## config.mk

```make
export PLATFORM = sky130hd
export DESIGN_NAME = score_display_ctrl
export DESIGN_NICKNAME = d
export VERILOG_FILES = /design/src/rtl/score_display_ctrl.sv
export SDC_FILE = /design/constraint.sdc
export NUM_CORES = 1
export LEC_CHECK = 0
export ABC_AREA = 1
export CORE_MARGIN = 2
export CORE_UTILIZATION = 50
export CTS_CLUSTER_SIZE = 20
export DETAILED_ROUTE_END_ITERATION = 10
export MAX_ROUTING_LAYER = met4
export PLACE_DENSITY = 0.8
export REMOVE_ABC_BUFFERS = 1
export SYNTH_ARGS = -nofsm -noshare
export SYNTH_HDL_FRONTEND = slang
export SYNTH_SLANG_ARGS = --single-unit
```

## constraint.sdc

```tcl
create_clock -name clk_1k -period 1.3 [get_ports clk_1k]
set_input_delay 0.26 -clock clk_1k [delete_from_list [all_inputs] [get_ports clk_1k]]
set_output_delay 0.26 -clock clk_1k [all_outputs]
set_load 0.1 [all_outputs]
```

## src/rtl/score_display_ctrl.sv

```systemverilog
// Converts two binary scores (saturated to 99) to packed BCD by shift-add-3 and loads both display registers together.
// Optional display blinking is compiled in only when SCORE_BLINK_EN is defined.
module score_display_ctrl #(
    parameter int BLINK_HALF = 250
) (
    input  logic       clk_1k,
    input  logic       rst_n,
    input  logic [6:0] left_bin,
    input  logic [6:0] right_bin,
    input  logic       update,
    input  logic       blink_req,
    output logic [7:0] left_value,
    output logic [7:0] right_value,
    output logic       busy,
    output logic       done
);

    typedef enum logic [1:0] {IDLE, CONV_L, CONV_R, LOAD} state_t;

    state_t      state_q, state_d;
    logic [2:0]  cnt_q, cnt_d;
    logic [14:0] work_l_q, work_l_d;
    logic [14:0] work_r_q, work_r_d;
    logic        pending_q, pending_d;
    logic        busy_q, busy_d;
    logic        done_q, done_d;
    logic [7:0]  left_value_q, left_value_d;
    logic [7:0]  right_value_q, right_value_d;

    function automatic logic [6:0] sat99(input logic [6:0] v);
        return (v > 7'd99) ? 7'd99 : v;
    endfunction

    // One double-dabble step on {tens, ones, binary}: adjust nibbles >= 5, then shift left.
    function automatic logic [14:0] dd_step(input logic [14:0] w);
        logic [14:0] a;
        a = w;
        if (a[10:7] >= 4'd5)  a[10:7]  = a[10:7] + 4'd3;
        if (a[14:11] >= 4'd5) a[14:11] = a[14:11] + 4'd3;
        return {a[13:0], 1'b0};
    endfunction

    // NOTE: every next-state signal gets its hold value first, so no path through this block can infer a latch.
    always_comb begin
        state_d       = state_q;
        cnt_d         = cnt_q;
        work_l_d      = work_l_q;
        work_r_d      = work_r_q;
        pending_d     = pending_q;
        busy_d        = busy_q;
        done_d        = 1'b0;
        left_value_d  = left_value_q;
        right_value_d = right_value_q;

        case (state_q)
            IDLE: begin
                if (update || pending_q) begin
                    work_l_d  = {8'd0, sat99(left_bin)};
                    work_r_d  = {8'd0, sat99(right_bin)};
                    pending_d = 1'b0;
                    busy_d    = 1'b1;
                    cnt_d     = 3'd0;
                    state_d   = CONV_L;
                end
            end
            CONV_L: begin
                work_l_d = dd_step(work_l_q);
                if (cnt_q == 3'd6) begin
                    cnt_d   = 3'd0;
                    state_d = CONV_R;
                end else begin
                    cnt_d = cnt_q + 3'd1;
                end
            end
            CONV_R: begin
                work_r_d = dd_step(work_r_q);
                if (cnt_q == 3'd6) begin
                    cnt_d   = 3'd0;
                    state_d = LOAD;
                end else begin
                    cnt_d = cnt_q + 3'd1;
                end
            end
            LOAD: begin
                left_value_d  = work_l_q[14:7];
                right_value_d = work_r_q[14:7];
                done_d        = 1'b1;
                busy_d        = 1'b0;
                state_d       = IDLE;
            end
            default: state_d = IDLE;
        endcase

        // Requests arriving mid-conversion (LOAD included) collapse into one rerun.
        if (state_q != IDLE && update) pending_d = 1'b1;
    end

    // NOTE: state is updated with non-blocking assignments so every register samples pre-edge values.
    // NOTE: the conversion work registers are reset too; they are tiny and it keeps X out of the datapath.
    always_ff @(posedge clk_1k or negedge rst_n) begin
        if (!rst_n) begin
            state_q       <= IDLE;
            cnt_q         <= 3'd0;
            work_l_q      <= '0;
            work_r_q      <= '0;
            pending_q     <= 1'b0;
            busy_q        <= 1'b0;
            done_q        <= 1'b0;
            left_value_q  <= 8'h00;
            right_value_q <= 8'h00;
        end else begin
            state_q       <= state_d;
            cnt_q         <= cnt_d;
            work_l_q      <= work_l_d;
            work_r_q      <= work_r_d;
            pending_q     <= pending_d;
            busy_q        <= busy_d;
            done_q        <= done_d;
            left_value_q  <= left_value_d;
            right_value_q <= right_value_d;
        end
    end

    assign busy = busy_q;
    assign done = done_q;

`ifdef SCORE_BLINK_EN
    localparam int CW = $clog2(BLINK_HALF + 1);

    logic [CW-1:0] blink_cnt_q;
    logic          blank_q;

    always_ff @(posedge clk_1k or negedge rst_n) begin
        if (!rst_n) begin
            blink_cnt_q <= '0;
            blank_q     <= 1'b0;
        end else if (!blink_req) begin
            blink_cnt_q <= '0;
            blank_q     <= 1'b0;
        end else if (blink_cnt_q == CW'(BLINK_HALF - 1)) begin
            blink_cnt_q <= '0;
            blank_q     <= ~blank_q;
        end else begin
            blink_cnt_q <= blink_cnt_q + 1'b1;
        end
    end

    // Blanking only masks the view; stored digits and handshake are untouched.
    assign left_value  = blank_q ? 8'hFF : left_value_q;
    assign right_value = blank_q ? 8'hFF : right_value_q;
`else
    logic unused_blink;
    assign unused_blink = blink_req ^ BLINK_HALF[0];
    assign left_value   = left_value_q;
    assign right_value  = right_value_q;
`endif

endmodule

```

==> results of run 1 <==
-- worst reg2reg max path, stage by stage, from the launching register on --
cell and delay, ns:
dfrtp_1 0.41, inv_2 0.12, ha_4 0.22, inv_4 0.06
nand2_2 0.08, nand2_2 0.06, or2_1 0.24, nand2_1 0.08
inv_1 0.04
-- registers in the layout, summed over array words and instances, names as in the netlist --
signal,cells
left_value,8
cnt_q,3
busy,1
work_r_q,15
done,1
pending_q,1
right_value,8
state_q,2
work_l_q,15
-- per-stage QoR --
stage	util [%]	hold slack, ns
2_1_floorplan	-	-0.0356
3_3_place_gp	65.4	0.275
3_5_place_dp	65.4	0.282
4_1_cts	68.5	0.492
5_1_grt	70.1	0.510
6_report	70.1	0.455
-- per-layer routing --
layer,share of wire [%],vias up,track usage [%]
met2,53,59,38.5
met4,1.8,0,7.76
li1,-,1275,-
met1,42,1177,26.3
met5,0,-,-
met3,3.3,12,2.61
-- timing repair --
| action | CTS | global route |
|---|---|---|
| cloned | 0 | 0 |
| pin swaps | 3 | 4 |
| endpoints found under the setup margin | 40 | 43 |
| endpoints found under the hold margin | 54 | 0 |
| gates resized for setup | 21 | 23 |
| buffers inserted | 0 | 3 |
| hold buffers | 1 | 0 |
-- logic make-up after synthesis --
| group | Yosys count | share of synthesized area, % |
|---|---|---|
| fa+ha+maj | 12 | 5.35 |
| buf+inv | 61 | 9.23 |
| mux | 1 | 0.401 |
| simple gates | 190 | 28.4 |
| flops | 54 | 48.2 |
| compound gates | 46 | 8.43 |
-- cell type report --
| cell class | count | area (sq um) |
|---|---|---|
| fill | 401 | 1640 |
| inverter | 53 | 214 |
| multi-input combinational | 249 | 1300 |
| clock buffer | 7 | 86.3 |
| tap | 72 | 90.1 |
| timing repair buffer | 67 | 793 |
| sequential | 54 | 1350 |
| clock inverter | 1 | 5.00 |
-- synth_stat cells --
| library cell | count |
|---|---|
| ha_1 | 12 |
| nand4_1 | 7 |
| mux2_2 | 1 |
| or2_1 | 1 |
| o21ai_0 | 13 |
| nand3b_1 | 1 |
| o22ai_1 | 1 |
| dfrtp_1 | 54 |
| a21oi_1 | 19 |
| nand2_2 | 4 |
| o21bai_1 | 2 |
| nand2_4 | 2 |
| nor2_1 | 32 |
| buf_2 | 3 |
| inv_1 | 48 |
| inv_2 | 5 |
| nor2_2 | 1 |
| buf_6 | 3 |
| buf_4 | 1 |
| o21ai_1 | 11 |
| nand3_1 | 26 |
| nand2_1 | 116 |
| clkbuf_1 | 1 |
-- worst paths after layout --
path	slack, ns	depth (start not counted)	startpoint	to
max	-0.1	8	state_q[1]	cnt_q[2]
min	0.46	3	rst_n	work_r_q[1]
max reg2reg	-0.1	8	state_q[1]	cnt_q[2]
min reg2reg	0.49	2	work_r_q[12]	work_r_q[12]
max in group asynchronous	0.58	3	rst_n	right_value[2]
min in group clk_1k	0.49	2	work_r_q[12]	work_r_q[12]
==> impl_metrics.json, run 1 <==
{
  "die_h_microns": 78.9,
  "cts_buffers": 5,
  "via_count_of_the_first_global_routing_pass": 2367,
  "path_clk_slew_ns": 0.09,
  "detailedPlacementHpwl_mm": 4.28,
  "placedInstanceArea_sq_mm": 0.00358,
  "timing.final.crit_period_ns": 1.40,
  "via_count": 2523,
  "globalRouteTotalUtil_pct": 21.9,
  "crit_top_cell": "nand2_2",
  "dp.cells": 491,
  "grt_first_pass_wirelength_mm": 10.5,
  "grt_overflow": 0,
  "max_cap_viol_count": 0,
  "cp-end-kind": "flip-flop",
  "io_pins": 36,
  "fin_worst_skew_ns": 0.00507,
  "timing.final.hold_violations": 0,
  "maximum_level_of_the_cts_h_tree": 2,
  "netlist_instances": 364,
  "layout.cells.most_common_list": "nand2_1, dfrtp_1, inv_1, nor2_1, buf_4",
  "critPathTopFamily": "simple AND/OR/NAND/NOR gates",
  "synth_sequential_area_ratio_pct": 48.2,
  "cts_tree": "yes",
  "finalSetupTns_ns": -1.17,
  "mostFrequentLayoutCell": "nand2_1",
  "max-slew-margin-rel_pct": 80.0,
  "timing.critical_path.buf_inv": 3,
  "postRouteAntennaNets": 0,
  "die_width_microns": 78.9,
  "cp_cell_sequence": "inv_2, ha_4, inv_4, nand2_2, nand2_2, or2_1, nand2_1, inv_1",
  "post_synth.cell_area_avg_sq_um": 7.71,
  "violations_in_the_final_reports": "negative setup slack",
  "rsz0062_at_grt": "yes",
  "postLayoutCellArea_sq_mm": 0.00384,
  "clock_latency_ns": 0.30,
  "drt-total-wl_mm": 6.33,
  "drt_pass1_iterations": 4,
  "tritoncts_num_sinks": 54,
  "timing_max_transition_violations_final": 0,
  "worst_ep_required_time_ns": 1.51,
  "setup.worst_path.class": "reg2reg",
  "placement.setup.worst_slack_ns": -0.331,
  "status": "complete, but fails checks",
  "largest_net_degree_at_the_start_of_global_routing": 55,
  "max_freq_ghz": 0.716,
  "grt_antenna_before_repair": 0,
  "clock_path_buffers": 2,
  "numPortBuffers": 34,
  "yosys.cell_types.count": 23,
  "critical_path_peak_fanout": 3,
  "number_of_nets_at_the_end_of_the_flow": 460,
  "mappedNetlistArea_sq_mm": 0.00281,
  "timing.critical_path.slowest_cell_delay_ns": 0.41,
  "ys.warnings.count": 0,
  "area_growth_syn_to_layout_pct": 36.8,
  "critical_path_arrival_ns": 1.60,
  "cts.root.buffer_cell": "clkbuf_8",
  "layout_worst_path_cycle_share_pct": 107,
  "drive_above_1_share_pct": 20.9,
  "finalWorstSetupSlack_ns": -0.0960,
  "setup_violations": 32,
  "dr.first_iter.drc_count": 287,
  "antennaDiodeCount": 0,
  "synth.area.top_cells": "dfrtp_1, nand2_1, inv_1",
  "core.rowCount": 27,
  "core_sq_mm": 0.00547,
  "synth-seq-cells": 54,
  "final_weighted_congestion_in_routability_driven_placement": 0.896,
  "wire_per_inst_microns": 12.6,
  "fin_cells": 503,
  "critical_path.startpoint_type": "flip-flop",
  "yosys.area.top_type_share_pct": 48.2,
  "floorplan.initialDensity_pct": 51.3,
  "slowest_library_cell_on_the_worst_path": "dfrtp_1",
  "tightest_slew_ns": 0.301,
  "drc": 0,
  "total_die_area_sq_mm": 0.00623,
  "post_drt_via_cell_ratio": 5.02,
  "hp-class": "in2async",
  "synth.largest_area_cell": "dfrtp_1"
}
Power of run 1 is not shown: default switching activity piles up to over one toggle a cycle in this logic, so the estimate is an artifact.
==> inputs of run 2 (changes only) <==
PLACE_DENSITY = 0.83   (was 0.8)
==> impl_metrics.json, run 2 (same netlist as run 1, synthesis figures left out) <==
{
  "setup.worst_path.class": "reg2reg",
  "crit-reg2reg-launch": "state_q[1]",
  "cts.root.buffer_cell": "clkbuf_8",
  "timing.critical_path.slowest_cell_delay_ns": 0.40,
  "layout.cells.most_common_list": "nand2_1, dfrtp_1, inv_1, nor2_1, nand3_1",
  "drt-total-wl_mm": 6.52,
  "wire_per_inst_microns": 12.9,
  "antennaDiodeCount": 0,
  "via_count": 2574,
  "final_core_area_utilization_pct": 70.3,
  "numPortBuffers": 34,
  "top_flop_regs": "work_l_q: 15 flops, work_r_q: 15 flops",
  "die_h_microns": 78.9,
  "setup_violations": 9,
  "fin_worst_skew_ns": 0.00489,
  "dr.first_iter.drc_count": 250,
  "postLayoutCellArea_sq_mm": 0.00385,
  "postRouteAntennaNets": 0,
  "clock_latency_ns": 0.32,
  "mostFrequentLayoutCell": "nand2_1",
  "tritoncts_num_sinks": 54,
  "max_cap_viol_count": 0,
  "cts_tree": "yes",
  "io_pins": 36,
  "critical_path_arrival_ns": 1.57,
  "final_weighted_congestion_in_routability_driven_placement": 0.880,
  "core_sq_mm": 0.00547,
  "hp-class": "in2async",
  "violations_in_the_final_reports": "negative setup slack",
  "cp-end-kind": "flip-flop",
  "status": "complete, but fails checks",
  "worst_ep_required_time_ns": 1.52,
  "post_drt_via_cell_ratio": 5.11,
  "via_count_of_the_first_global_routing_pass": 2527,
  "grt_first_pass_wirelength_mm": 11.2,
  "slowest_library_cell_on_the_worst_path": "dfrtp_1",
  "critical_path_peak_fanout": 4,
  "drc": 0,
  "core.rowCount": 27,
  "globalRouteTotalUtil_pct": 22.9,
  "cp_cell_sequence": "inv_2, ha_4, inv_2, nand2_2, nand2_2, or2_1, nand2_1, inv_1",
  "total_die_area_sq_mm": 0.00623,
  "placedInstanceArea_sq_mm": 0.00355,
  "max-slew-margin-rel_pct": 80.8,
  "area_growth_syn_to_layout_pct": 37.2,
  "timing_max_transition_violations_final": 0,
  "critical_path.startpoint": "state_q[1]",
  "number_of_nets_at_the_end_of_the_flow": 461,
  "detailedPlacementHpwl_mm": 4.39,
  "drive_above_1_share_pct": 21.8,
  "layout_worst_path_cycle_share_pct": 104,
  "path_clk_slew_ns": 0.10,
  "floorplan.initialDensity_pct": 51.3,
  "tightest_slew_ns": 0.288,
  "largest_net_degree_at_the_start_of_global_routing": 55,
  "die_width_microns": 78.9,
  "grt_antenna_before_repair": 0,
  "timing.final.crit_period_ns": 1.35,
  "cts_buffers": 5,
  "grt_overflow": 0,
  "maximum_level_of_the_cts_h_tree": 2,
  "critical_path.startpoint_type": "flip-flop",
  "finalWorstSetupSlack_ns": -0.0461,
  "rsz0062_at_grt": "yes",
  "n_fill_cell": 401,
  "max_freq_ghz": 0.743,
  "timing.final.hold_violations": 0,
  "clock_path_buffers": 2,
  "drt_pass1_iterations": 4
}
## run 2: per-layer routing
| metal | wire [microns] | vias up | global-route usage, % |
|---|---|---|---|
| li1 | - | 1276 | - |
| met2 | 3370 | 56 | 38.2 |
| met1 | 2840 | 1234 | 28.6 |
| met5 | 0 | - | - |
| met3 | 211 | 8 | 3.41 |
| met4 | 104 | 0 | 8.45 |
## run 2: layout make-up
| type | instances | area, sq um | area share [%] |
|---|---|---|---|
| multi-input combinational | 249 | 1270 | 33.0 |
| clock buffer | 5 | 68.8 | 1.79 |
| timing repair buffer | 68 | 828 | 21.5 |
| clock inverter | 3 | 25.0 | 0.650 |
| sequential | 54 | 1350 | 35.1 |
| tap | 72 | 90.1 | 2.34 |
| inverter | 53 | 216 | 5.62 |
## run 2: metrics by stage
| stage | instances | hold slack, ns | TNS, ns | worst slack [ns] |
|---|---|---|---|---|
| after global routing | 504 | 0.500 | -2.27 | -0.122 |
| after detailed placement | 487 | 0.281 | -8.94 | -0.295 |
| after CTS | 501 | 0.475 | -0.0342 | -0.0238 |
| after global placement | 487 | 0.275 | -8.02 | -0.275 |
| after floorplan | 356 | -0.0356 | -1.89 | -0.261 |
| final | 504 | 0.464 | -0.173 | -0.0461 |
## run 2: worst max-delay path, delay by kind of cell, from the launching register on
kind,cells,cell delay (ns)
simple gates,4,0.41
flops,1,0.40
fa+ha+maj,1,0.28
buf+inv,3,0.16
## run 2: path summary, 6_finish.rpt
| kind | to | slack, ns | cells past startpoint |
|---|---|---|---|
| max reg2reg | cnt_q[2] | -0.05 | 8 |
| max | cnt_q[2] | -0.05 | 8 |
| max in group asynchronous | left_value[3] | 0.59 | 3 |
| min | work_r_q[0] | 0.46 | 3 |
| min reg2reg | work_l_q[0] | 0.49 | 2 |
| min in group clk_1k | work_l_q[0] | 0.49 | 2 |
## run 2: repair_timing
action / CTS / global route
resized for setup: 23 / 25
hold buffers: 1 / 0
buffers inserted: 5 / 2
endpoints found under the setup margin: 35 / 37
hold endpoints to repair: 54 / 0
pin swaps: 2 / 0
gates cloned: 0 / 1
Power of run 2 is left out for the same reason.
